File: src/rtl/cond_check_unit.sv
// ARMv7 condition check: owns architectural NZCV, stalls conditionals on in-flight flag writers.
// Optional writeback bypass of flags into evaluation: define COND_FWD_EN.
module cond_check_unit #(
  parameter int MAX_PENDING = 2
) (
  input  logic       clk,
  input  logic       reset,
  input  logic       i_Valid,
  output logic       o_Ready,
  input  logic [3:0] i_Cond,
  input  logic       i_SetFlags,
  input  logic       i_FlagWrEn,
  input  logic [3:0] i_Flags,
  output logic       o_Valid,
  input  logic       i_Ready,
  output logic       o_CondEx,
  output logic [3:0] o_Flags,
  output logic       o_Overflow
);

  localparam int PW = $clog2(MAX_PENDING + 1);
  localparam logic [PW-1:0] PMAX = PW'(MAX_PENDING);
  localparam logic [PW-1:0] PONE = PW'(1);

  logic [PW-1:0] pending;
  logic [3:0]    eval_flags;
  logic          fwd;
  logic          uncond;
  logic          hazard;
  logic          full;
  logic          eval;
  logic          issue;
  logic          inc;
  logic          dec;

  function automatic logic cond_pass(
    input logic [3:0] c,
    input logic [3:0] f
  );
    logic n, z, cy, v;
    logic r;
    n  = f[3];
    z  = f[2];
    cy = f[1];
    v  = f[0];
    case (c)
      4'b0000: r = z;
      4'b0001: r = !z;
      4'b0010: r = cy;
      4'b0011: r = !cy;
      4'b0100: r = n;
      4'b0101: r = !n;
      4'b0110: r = v;
      4'b0111: r = !v;
      4'b1000: r = cy & !z;
      4'b1001: r = !cy | z;
      4'b1010: r = (n == v);
      4'b1011: r = (n != v);
      4'b1100: r = !z & (n == v);
      4'b1101: r = z | (n != v);
      default: r = 1'b1;
    endcase
    return r;
  endfunction

  always_comb begin
    fwd = 1'b0;
`ifdef COND_FWD_EN
    fwd = (pending == PONE) & i_FlagWrEn;
`else
    fwd = 1'b0;
`endif
    uncond     = (i_Cond[3:1] == 3'b111);
    eval_flags = fwd ? i_Flags : o_Flags;
    hazard     = (pending != '0) & !uncond & !fwd;
    full       = (pending >= PMAX);
    o_Ready    = !hazard
               & (!full | !i_SetFlags)
               & (!o_Valid | i_Ready);
    eval       = cond_pass(i_Cond, eval_flags);
    issue      = i_Valid & o_Ready;
    inc        = issue & i_SetFlags & eval;
    dec        = i_FlagWrEn & (pending != '0);
  end

  always_ff @(posedge clk) begin
    if (reset) begin
      o_Flags <= 4'b0000;
    end else if (i_FlagWrEn) begin
      o_Flags <= i_Flags;
    end
  end

  // Simultaneous issue-increment and writeback-decrement cancel out.
  always_ff @(posedge clk) begin
    if (reset) begin
      pending <= '0;
    end else if (inc & !dec) begin
      pending <= pending + PONE;
    end else if (dec & !inc) begin
      pending <= pending - PONE;
    end
  end

  always_ff @(posedge clk) begin
    if (reset) begin
      o_Overflow <= 1'b0;
    end else if ((i_FlagWrEn & (pending == '0))
               | (inc & !dec & full)) begin
      o_Overflow <= 1'b1;
    end
  end

  always_ff @(posedge clk) begin
    if (reset) begin
      o_Valid  <= 1'b0;
      o_CondEx <= 1'b0;
    end else if (issue) begin
      o_Valid  <= 1'b1;
      o_CondEx <= eval;
    end else if (o_Valid & i_Ready) begin
      o_Valid  <= 1'b0;
    end
  end

endmodule

File: config.mk
export PLATFORM = sky130hd
export DESIGN_NAME = cond_check_unit
export DESIGN_NICKNAME = d
export VERILOG_FILES = /design/src/rtl/cond_check_unit.sv
export SDC_FILE = /design/constraint.sdc
export NUM_CORES = 1
export LEC_CHECK = 0
export BUFFER_PORTS_ARGS = -buffer_cell sky130_fd_sc_hd__buf_2
export CORE_AREA = 2 2 39 41
export CTS_CLUSTER_DIAMETER = 50
export DETAILED_ROUTE_END_ITERATION = 10
export DIE_AREA = 0 0 41 43
export PLACE_DENSITY = 0.71
export SETUP_SLACK_MARGIN = 0.3
export SLEW_MARGIN = 10
export SYNTH_ARGS = -nofsm -noshare
export SYNTH_HDL_FRONTEND = slang
export SYNTH_SLANG_ARGS = --single-unit
File: constraint.sdc
create_clock -name clk -period 2.5 [get_ports clk]
set_clock_uncertainty 0.2 [all_clocks]
set_input_delay 0.25 -clock clk [delete_from_list [all_inputs] [get_ports clk]]
set_output_delay 0.25 -clock clk [all_outputs]
set_load 0.05 [all_outputs]
### Yosys cells after proc, flatten, opt, wreduce, memory -nomap -nowiden

Index checks and enable logic that the tools add are counted.

| word-level totals | value |
|---|---|
| output and inout port bits | 8 |
| register bits after elaboration | 9 |
| word-level logic and storage cells | 64 |
| input port bits | 14 |

| cells by class | value |
|---|---|
| bitwise logic cells | 19 |
| magnitude comparators | 1 |
| muxes and demuxes | 5 |
| add/subtract/negate cells | 2 |
| eq/ne operators | 16 |
| reductions and logical operators | 16 |

Operators by type and width:

| cell | number |
|---|---|
| $eq A4 B4 Y1 const B | 6 |
| $eq A4 B3 Y1 const B | 4 |
| $and A1 B1 Y1 | 14 |
| $pmux W1 S14 | 1 |
| $logic_not A1 Y1 | 11 |
| $eq A4 B2 Y1 const B | 2 |
| $reduce_bool A2 Y1 | 3 |
| $or A1 B1 Y1 | 5 |
| $eq A4 B1 Y1 const B | 1 |
| $logic_not A4 Y1 | 1 |
| $mux W2 | 2 |
| $eq A3 B3 Y1 const B | 1 |
| $add A2 B1 Y2 const B | 1 |
| $ge A2 B2 Y1 const B | 1 |
| $logic_not A2 Y1 | 1 |
| $mux W1 | 2 |
| $sub A2 B1 Y2 const B | 1 |
| $eq A1 B1 Y1 | 1 |
| $ne A1 B1 Y1 | 1 |

### Logic depth before layout (Yosys ltp)

Gate-level depths: netlist (run 1).

| logic depth | value |
|---|---|
| word-level depth | 13 |
| depth in mapped cells | 9 |
| gate-level depth less buffers | 8 |

### Worst setup path after synthesis (run 1)

No wires, ideal clock.

| timing path | value |
|---|---|
| path type | reg-to-reg |
| from | reg o_Valid |
| to | reg pending[1] |
| path buffers | 0 |
| library setup time | 0.070 ns |
| required time | 2.230 ns |
| stages on the path, launching flop included | 7 |
| arrival | 3.160 ns |
| clock period less this slack | 3.430 ns |
| slack | -0.930 ns |
| cell sequence | dfxtp_1 > a222oi_1 > nand3_1 > a21oi_1 > ha_1 > or3_1 > a21oi_1 |

| on the way | value |
|---|---|
| word-level cells in the longest chain between the ends | 9 |
| elaborated cells between the ends (all ways) | 11 |
| classes of those cells | 1 x mux; 7 x bitwise; 3 x reduce/logical |

RTL lines:

| what | line | text |
|---|---|---|
| start, declared | 14 | `output logic o_Valid,` |
| start signal, assigned | 116 | `o_Valid <= 1'b0;` |
| start signal, assigned | 119 | `o_Valid <= 1'b1;` |
| start signal, assigned | 122 | `o_Valid <= 1'b0;` |
| $logic_not A1 Y1 (*) | 79 | `& (!o_Valid \| i_Ready);` |
| $or A1 B1 Y1 (*) | 79 |  |
| $and A1 B1 Y1 (*) | 79 |  |
| via o_Ready | 9 | `output logic o_Ready,` |
| $and A1 B1 Y1 (*) | 81 | `issue = i_Valid & o_Ready;` |
| $and A1 B1 Y1 (*) (2 in a row) | 82 | `inc = issue & i_SetFlags & eval;` |
| $logic_not A1 Y1 | 100 | `end else if (dec & !inc) begin` |
| $and A1 B1 Y1 | 100 |  |
| $reduce_bool A2 Y1 (no source line) | n/a |  |
| end signal, assigned | 99 | `pending <= pending + PONE;` |
| end signal, assigned | 101 | `pending <= pending - PONE;` |
| end, declared | 25 | `logic [PW-1:0] pending;` |

The timed path passes the listed nets; every way through them passes the cells marked *.
A chain may end at the register's enable or synchronous reset.

### Worst setup path after layout (run 1)

| timing path | value |
|---|---|
| from | reg o_Flags[3] |
| to | reg pending[1] |

| on the way | value |
|---|---|
| word-level cells in the longest chain between the ends | 7 |
| elaborated cells between the ends (all ways) | 12 |
| classes of those cells | 2 x eq/ne; 2 x mux; 5 x bitwise; 3 x reduce/logical |

RTL lines:

| what | line | text |
|---|---|---|
| start, declared | 17 | `output logic [3:0] o_Flags,` |
| start signal, assigned | 90 | `o_Flags <= i_Flags;` |
| $ne A1 B1 Y1 / $eq A1 B1 Y1 (equally long branches) | n/a |  |
| $or A1 B1 Y1 / $and A1 B1 Y1 (equally long branches) | 60, 59 |  |
| $pmux W1 S14 (*) | 46 | `case (c)` |
| $and A1 B1 Y1 (*) | 82 |  |
| $logic_not A1 Y1 | 100 |  |
| $and A1 B1 Y1 | 100 |  |
| $reduce_bool A2 Y1 (no source line) | n/a |  |

Mark *: on every way between the ends. The rest lies on a longest branch, timed or not.

==> flow_metrics.tcl, run 1 <==
set metrics [dict create \
    relSlewSlack 0.7660 \
    boundaryPins 22 \
    port_buffers 21 \
    firstDrtPassIters 4 \
    synth_cell_type_count 28 \
    wl_per_cell_um 11.90 \
    cts_tree "built" \
    reg2reg_from "o_Flags[3]$_SDFFE_PP0P_" \
    placed_cells 95 \
    diodes 0 \
    die-area_mm2 0.001763 \
    fp.dieH_um 43 \
    vias 522 \
    cp-end-kind "flip-flop" \
    yosysWarnings 0 \
    place_area_um2 676.9 \
    holdPathStages 3 \
    max_freq_mhz 447.0 \
    fin_cells 102 \
    antenna_left 0 \
    p_total_mw 0.6250 \
    initial_core_util 0.4069 \
    hold_viol 0 \
    postSynthAreaPerCell_um2 9.230 \
    syn_to_final_growth_pct 36.89 \
    netlist_instances 61 \
    async_reset_ff_frac 0 \
    p_leak_nw 0.3586 \
    drive_gt1_frac 0.5233 \
    chipWidth_um 41 \
    tns_ns 0 \
    netlist_area_um2 563.0 \
    ys_seq_elements 9 \
    drc_errors 0 \
    grt_max_degree 11 \
    path_clk_slew_ns 0.06 \
    nets 102 \
    cts_root_buffer "clkbuf_4" \
    worstHoldStart "i_Flags[3]" \
    outcome "finished clean" \
    cts_made_buffers 3 \
    min_period_ns 2.237 \
    synth_edf_count 0 \
    antenna_found_initial 0 \
    min_to "o_Flags[3]$_SDFFE_PP0P_" \
    rsz0062_at_grt "true" \
    peakVddDrop_mv 0.4474 \
    hold_class "input pin to flip-flop" \
    worst_pin_slew_ns 0.3511 \
    required_ns 2.49 \
    critPathArrivalTime_ns 2.23 \
    num_rows 14 \
    grt_overflow 0 \
    whs_ns 0.02160 \
    drt_iter0_drc 10 \
    crit_type "flip-flop to flip-flop" \
    place_hpwl_um 868.7 \
    synth-seq-area-share 0.3200 \
    period_share 0.8948 \
    cts_buffer_depth 2 \
    routed_wl_um 1214 \
    grt_pass1_vias 464 \
    cp-start-kind "flip-flop" \
    final_area_um2 770.7 \
    clock_latency_ns 0.26 \
    powerDensity_mw_per_mm2 810.9 \
    finalSetupViolCount 0 \
    place.gp.congestion 0.6834 \
    cap_violations 0 \
    rrSetupSlack_ns 0.26 \
    synth_fp_nets 76 \
    path_max_fanout 4 \
    grt_pass1_wl_um 1814 \
    cts.sinks 9 \
    via_per_inst 5.118 \
    core-area_mm2 0.001384 \
    worstReg2RegEnd "pending[1]$_SDFFE_PP0P_" \
    track_usage 0.1529 \
    r2r_cells 9 \
    htreeDepth 1 \
    drv_slew 0 \
    cts-hold-fix-buffers 0 \
    synth_flop_cell "dfxtp_1" \
]
[registers in the layout, summed over array words and instances, names as in the netlist]
signal      count
o_Overflow      1
o_Flags         4
o_CondEx        1
pending         2
o_Valid         1
[cell usage in the layout, fill, tap and decap left out, drive strengths merged]
cell,n
mux2i,8
and3b,3
nand3,2
xnor2,1
xor2,3
xnor3,1
a222oi,1
clkbuf,4
buf,25
a22oi,1
or3,1
nand2,3
ha,1
o211ai,1
a21oi,6
nor2,5
o21ai,2
inv,1
or3b,1
dfxtp,9
and2,1
o311a,1
a311oi,1
nor2b,1
nand4b,1
nor3b,2
[worst max-delay path by stage]
stage	to	from	depth (start not counted)	slack, ns
6_report	pending[1]$_SDFFE_PP0P_	o_Flags[3]$_SDFFE_PP0P_	9	0.26
5_1_grt	pending[1]$_SDFFE_PP0P_	o_Flags[0]$_SDFFE_PP0P_	8	0.19
4_1_cts	pending[1]$_SDFFE_PP0P_	o_Flags[3]$_SDFFE_PP0P_	7	0.30
3_5_place_dp	pending[1]$_SDFFE_PP0P_	o_Flags[0]$_SDFFE_PP0P_	8	0.15
3_3_place_gp	pending[1]$_SDFFE_PP0P_	o_Flags[0]$_SDFFE_PP0P_	8	0.22
2_1_floorplan	pending[1]$_SDFFE_PP0P_	o_Valid$_SDFFE_PP0P_	7	-0.76
[cells in the mapped netlist, types with 2 or more instances]
master,instances,share of area
dfxtp_1,9,0.32
mux2i_1,8,0.14
a21oi_1,6,0.053
nor2_1,5,0.033
nand2_1,3,0.020
xor2_1,3,0.047
and3b_2,2,0.036
buf_4,2,0.027
nand3_1,2,0.018
nor3b_1,2,0.027
o21ai_0,2,0.018
[worst max-delay path: stages, from the launching register on]
cell and delay, ns:
dfxtp_4 0.35, buf_4 0.13, xnor2_1 0.12, a22oi_2 0.15, mux2i_2 0.28, a21oi_2 0.09, ha_2 0.19, xor2_2 0.15
or3_4 0.39, a21oi_2 0.12
[area by class of cell]
type / instances / area, um^2
fillers: 126 / 613.1
multi-input cells: 47 / 391.6
flip-flops and latches: 9 / 190.2
repair buffers: 25 / 138.9
clock buffers: 4 / 26.28
well taps: 16 / 20.02
inverters: 1 / 3.754
[what timing repair did]
action	4_1_cts	5_1_grt
endpoints found under the hold margin	0	0
pin swaps	6	5
endpoints found under the setup margin	1	1
resized for setup	6	7
setup buffers	2	1
[where the power goes]
part | switching (mW) | internal [mW] | total [mW]
registers | 0.0296 | 0.175 | 0.204
logic | 0.185 | 0.124 | 0.309
clock network | 0.0499 | 0.0615 | 0.111
[through the flow]
| stage | utilization | setup slack (ns) |
|---|---|---|
| floorplan | - | -0.7556 |
| global placement | 0.4892 | 0.2152 |
| detailed placement | 0.4892 | 0.1495 |
| CTS | 0.5289 | 0.3028 |
| global route | 0.5570 | 0.1853 |
| finish | 0.5570 | 0.2630 |
[cells by family after synthesis]
family | synth area share
buffers and inverters | 0.04664
multiplexers | 0.1422
AND/OR/NAND/NOR | 0.2156
flip-flops | 0.3200
AO/OA/AOI/OAI | 0.1511
adder cells (fa/ha/maj) | 0.02222
XOR/XNOR | 0.1022
[per-layer routing]
metal | vias up | wire length (um) | GRT usage
met3 | 2 | 47 | 0.01571
met4 | 0 | 10 | 0.1200
met1 | 236 | 605 | 0.2039
met2 | 11 | 550 | 0.2125
met5 | - | 0 | 0
li1 | 273 | - | -
Note: power is estimated with default switching activity, not from simulation.
==> inputs of run 2 (changes only) <==
--- a/config.mk
+++ b/config.mk
@@ -11,8 +11,10 @@
 export DETAILED_ROUTE_END_ITERATION = 10
 export DIE_AREA = 0 0 41 43
 export PLACE_DENSITY = 0.71
+export RECOVER_POWER = 100
 export SETUP_SLACK_MARGIN = 0.3
 export SLEW_MARGIN = 10
 export SYNTH_ARGS = -nofsm -noshare
 export SYNTH_HDL_FRONTEND = slang
 export SYNTH_SLANG_ARGS = --single-unit
+export TNS_END_PERCENT = 50
==> run 2 against run 1 <==
Effect of this change: die area did not move; register-to-register slack got worse by 0.03 ns; non-clock buffer count is 1 lower; largest power group unchanged; combinational power down 14%; wire length shrank 4.0%; via count grew 0.77%.
==> flow_metrics.tcl, run 2 (synthesis results as in run 1) <==
set metrics [dict create \
    outcome "finished clean" \
    worstReg2RegEnd "pending[1]$_SDFFE_PP0P_" \
    mostFrequentLayoutCell "buf_2" \
    initial_core_util 0.4069 \
    path_clk_slew_ns 0.06 \
    p_total_mw 0.5799 \
    diodes 0 \
    powerDensity_mw_per_mm2 821.8 \
    drv_slew 0 \
    min_period_ns 2.263 \
    worstHoldStart "i_Flags[1]" \
    port_buffers 21 \
    clock_latency_ns 0.26 \
    top_regs "o_Flags (4), pending (2)" \
    rsz0062_at_grt "true" \
    drt_iter0_drc 3 \
    firstDrtPassIters 4 \
    cap_violations 0 \
    r2r_cells 7 \
    period_share 0.9051 \
    drive_gt1_frac 0.2941 \
    antenna_found_initial 0 \
    p_leak_nw 0.3272 \
    hold_class "input pin to flip-flop" \
    die-area_mm2 0.001763 \
    cts_buffer_depth 2 \
    via_per_inst 5.208 \
    path_max_fanout 4 \
    fp.dieH_um 43 \
    cp-start-kind "flip-flop" \
    crit_top_cell "a21oi_1" \
    place.gp.congestion 0.6880 \
    slowest_delay_ns 0.41 \
    crit_type "flip-flop to flip-flop" \
    crit_family "compound AO/OA/AOI/OAI gates" \
    worst_pin_slew_ns 0.5937 \
    relSlewSlack 0.6059 \
    core-area_mm2 0.001384 \
    reg2reg_from "o_Flags[3]$_SDFFE_PP0P_" \
    wl_per_cell_um 11.53 \
    cts.sinks 9 \
    cp-end-kind "flip-flop" \
    final_cell_mix "buf_2 (13), clkbuf_1 (9), mux2i_1 (8), dfxtp_1 (8), a21oi_1 (6)" \
    htreeDepth 1 \
    peakVddDrop_mv 0.4258 \
    critPathArrivalTime_ns 2.26 \
    min_to "o_Flags[1]$_SDFFE_PP0P_" \
    max_freq_mhz 441.9 \
    grt_max_degree 11 \
    antenna_left 0 \
    cts-hold-fix-buffers 0 \
    finalSetupViolCount 0 \
    cts_root_buffer "clkbuf_4" \
    vias 526 \
    drc_errors 0 \
    cts_made_buffers 3 \
    cp_num_buf_inv 0 \
    largest_reg_flops 4 \
    whs_ns 0.01841 \
    chipWidth_um 41 \
    nets 101 \
    track_usage 0.1628 \
    routed_wl_um 1165 \
    regMostFlops "o_Flags" \
    cpMaxStageDelayCell "dfxtp_1" \
    num_rows 14 \
    grt_pass1_vias 472 \
    final_core_util 0.5099 \
    crit_chain "xnor3_1, o211ai_1, o311a_2, a21oi_1, ha_1, or3_1, a21oi_1" \
    grt_pass1_wl_um 1911 \
    boundaryPins 22 \
    grt_overflow 0 \
    holdPathStages 3 \
    hold_viol 0 \
    cp.depth 7 \
    syn_to_final_growth_pct 25.33 \
    rrSetupSlack_ns 0.24 \
    required_ns 2.50 \
    cts_tree "built" \
    place_hpwl_um 866.4 \
]
## run 2: area by class of cell
cell class	instances	area [um^2]
well taps	16	20.02
inverters	1	3.754
clock inverters	1	5.005
flip-flops and latches	9	183.9
fillers	144	678.2
repair buffers	24	113.9
clock buffers	3	22.52
multi-input cells	47	356.6
## run 2: report_power, final
part           leakage, nW  total, mW  internal [mW]  switching [mW]
Clock               0.0177      0.112         0.0591          0.0530
Sequential          0.0750      0.203          0.174          0.0281
Combinational        0.234      0.265         0.0904           0.175
## run 2: worst max path at each step
| stage | from | to | slack, ns |
|---|---|---|---|
| floorplan | o_Valid$_SDFFE_PP0P_ | pending[1]$_SDFFE_PP0P_ | -0.76 |
| global placement | o_Flags[0]$_SDFFE_PP0P_ | pending[1]$_SDFFE_PP0P_ | 0.21 |
| detailed placement | o_Flags[0]$_SDFFE_PP0P_ | pending[1]$_SDFFE_PP0P_ | 0.16 |
| CTS | o_Flags[1]$_SDFFE_PP0P_ | pending[1]$_SDFFE_PP0P_ | 0.31 |
| global route | o_Flags[3]$_SDFFE_PP0P_ | pending[1]$_SDFFE_PP0P_ | 0.11 |
| finish | o_Flags[3]$_SDFFE_PP0P_ | pending[1]$_SDFFE_PP0P_ | 0.24 |
## run 2: what timing repair did
| action | 4_1_cts | 5_1_grt |
|---|---|---|
| pin swaps | 5 | 5 |
| gates resized for setup | 5 | 1 |
| buffers inserted | 2 | 0 |
| setup endpoints to repair | 1 | 1 |
## run 2: tightest hold or removal path: cells and delay by family
family                 cells  cell delay, ns
buffers and inverters      1            0.07
muxes                      1            0.05
and+or+nand+nor            1            0.07
## run 2: metrics by stage
| stage | worst slack (ns) | std cells | cell area [um^2] | setup TNS (ns) |
|---|---|---|---|---|
| final | 0.2373 | 101 | 705.7 | 0 |
| after global routing | 0.1146 | 101 | 705.7 | 0 |
| after CTS | 0.3065 | 101 | 728.2 | 0 |
| after detailed placement | 0.1559 | 95 | 676.9 | 0 |
| after global placement | 0.2146 | 95 | 676.9 | 0 |
| after floorplan | -0.7568 | 61 | 574.3 | -1.883 |
## run 2: routing by layer
layer,part of all wire,track usage
met3,0.066,0.07853
met4,0.0086,0.08000
met1,0.46,0.1968
met2,0.47,0.2313
met5,0,0
==> inputs of run 3 (changes only) <==
--- a/config.mk
+++ b/config.mk
@@ -6,11 +6,14 @@
 export NUM_CORES = 1
 export LEC_CHECK = 0
 export BUFFER_PORTS_ARGS = -buffer_cell sky130_fd_sc_hd__buf_2
-export CORE_AREA = 2 2 39 41
+export CELL_PAD_IN_SITES_DETAIL_PLACEMENT = 2
+export CELL_PAD_IN_SITES_GLOBAL_PLACEMENT = 2
+export CORE_MARGIN = 2
+export CORE_UTILIZATION = 25
 export CTS_CLUSTER_DIAMETER = 50
+export CTS_CLUSTER_SIZE = 12
 export DETAILED_ROUTE_END_ITERATION = 10
-export DIE_AREA = 0 0 41 43
-export PLACE_DENSITY = 0.71
+export PLACE_DENSITY_LB_ADDON = 0.1
 export RECOVER_POWER = 100
 export SETUP_SLACK_MARGIN = 0.3
 export SLEW_MARGIN = 10
==> run 3 against run 2 <==
Effect of this change: design area up 5.3%; sequential cell count stayed put; via count rose by 5.9%; maximum frequency is 0.60% higher; die area increased by 50%; combinational power is 7.9% higher; register-to-register slack about the same; hold slack improved by 0.013 ns; sequential power is essentially flat; sequential share of layout area fell by 1.8 points; critical path type unchanged; critical endpoint unchanged; largest cell class unchanged.
==> flow_metrics.tcl, run 3 (synthesis results as in run 1) <==
set metrics [dict create \
    max_freq_mhz 444.6 \
    n_fill_cell 282 \
    track_usage 0.1286 \
    crit_type "flip-flop to flip-flop" \
    place.gp.congestion 0.6798 \
    use_met3 0.04678 \
    drv_slew 0 \
    drt_iter0_drc 6 \
    fin_cells 116 \
    hold_viol 0 \
    drive_gt1_frac 0.3068 \
    cp_num_buf_inv 0 \
    grt_overflow 0 \
    cp-start-kind "flip-flop" \
    peakVddDrop_mv 0.4866 \
    path_clk_slew_ns 0.06 \
    mostFrequentLayoutCell "buf_2" \
    fp.dieH_um 51.46 \
    chipWidth_um 51.46 \
    grt_busiest_layer "met2" \
    firstDrtPassIters 5 \
    cts.sinks 9 \
    regArea_um2 180.2 \
    p_leak_nw 0.3362 \
    core-area_mm2 0.002170 \
    final_cell_mix "buf_2 (13), clkbuf_1 (11), dfxtp_1 (9)" \
    period_share 0.8997 \
    antenna_found_initial 0 \
    timing.final.ws_setup_ns 0.2507 \
    multi_input_area_um2 365.4 \
    cts-hold-fix-buffers 0 \
    cts_buffer_depth 2 \
    powerDensity_mw_per_mm2 811.6 \
    regMostFlops "o_Flags" \
    placed_cells 107 \
    grt.met1_usage 0.1693 \
    grt_max_degree 11 \
    htreeDepth 1 \
    crit_family "compound AO/OA/AOI/OAI gates" \
    die-area_mm2 0.002648 \
    via_per_inst 4.802 \
    routed_wl_um 1562 \
    cts_tree "built" \
    syn_to_final_growth_pct 32.00 \
    required_ns 2.50 \
    clock_latency_ns 0.26 \
    hold_class "input pin to flip-flop" \
    diodes 0 \
    rsz0062_at_grt "true" \
    cts_made_buffers 3 \
    num_rows 17 \
    cts_root_buffer "clkbuf_4" \
    finalSetupViolCount 0 \
    worst_pin_slew_ns 0.6083 \
    grt_pass1_vias 535 \
    port_buffers 21 \
    slowest_delay_ns 0.41 \
    nets 104 \
    crit_chain "xnor3_1, o211ai_1, o311a_2, a21oi_2, ha_1, or3_1, a21oi_1" \
    cpMaxStageDelayCell "dfxtp_1" \
    whs_ns 0.03124 \
    min_period_ns 2.249 \
    initial_core_util 0.2595 \
    cap_violations 0 \
    use_met2 0.2009 \
    p_total_mw 0.6032 \
    place_hpwl_um 1161 \
    top_regs "o_Flags (4), pending (2)" \
    largest_reg_flops 4 \
    path_max_fanout 4 \
    relSlewSlack 0.5962 \
    grt_pass1_wl_um 2518 \
    boundaryPins 22 \
    drc_errors 0 \
    outcome "finished clean" \
    dpl_worst_slack_ns 0.08911 \
    cp-end-kind "flip-flop" \
    critPathArrivalTime_ns 2.25 \
    vias 557 \
    antenna_left 0 \
    wl_per_cell_um 13.47 \
]
## run 3: routing by layer
layer	up-vias	part of all wire
li1	275	-
met1	263	0.47
met2	17	0.47
met3	2	0.060
met4	0	0.0064
met5	-	0
## run 3: layout make-up
class / instances / area share
Multi-Input combinational cell: 47 / 0.4916
Sequential cell: 9 / 0.2424
Timing Repair Buffer: 27 / 0.1785
Tap cell: 28 / 0.04714
Clock buffer: 4 / 0.03535
Inverter: 1 / 0.005051
## run 3: what timing repair did
action / in CTS / in global routing
pin swaps: 6 / 6
setup buffers: 3 / 2
gates resized for setup: 8 / 1
hold endpoints to repair: 0 / 0
setup endpoints to repair: 1 / 2
## run 3: power breakdown
group	total (mW)	switching, mW	internal, mW
clock	0.114	0.0522	0.0616
sequential	0.203	0.0303	0.173
combinational	0.286	0.188	0.0985
total	0.603	0.270	0.333
## run 3: metrics by stage
stage | setup TNS (ns) | utilization | instance area (um^2)
after floorplan | -1.883 | - | 574.3
after global placement | 0 | 0.3189 | 691.9
after detailed placement | 0 | 0.3189 | 691.9
after CTS | 0 | 0.3489 | 757.0
after global routing | 0 | 0.3426 | 743.2
final | 0 | 0.3426 | 743.2
## run 3: worst min-delay path: stages
cell     delay, ns
buf_2         0.07
mux2i_1       0.06
nor2_1        0.07
## run 3: final timing paths
| path | to | slack, ns | from | cells after the start |
|---|---|---|---|---|
| setup / recovery | pending[1]$_SDFFE_PP0P_ | 0.25 | o_Flags[0]$_SDFFE_PP0P_ | 7 |
| setup reg to reg | pending[1]$_SDFFE_PP0P_ | 0.25 | o_Flags[0]$_SDFFE_PP0P_ | 7 |
| hold / removal | o_Flags[2]$_SDFFE_PP0P_ | 0.03 | i_Flags[2] | 3 |
| hold reg to reg | o_Valid$_SDFFE_PP0P_ | 0.28 | o_Valid$_SDFFE_PP0P_ | 2 |
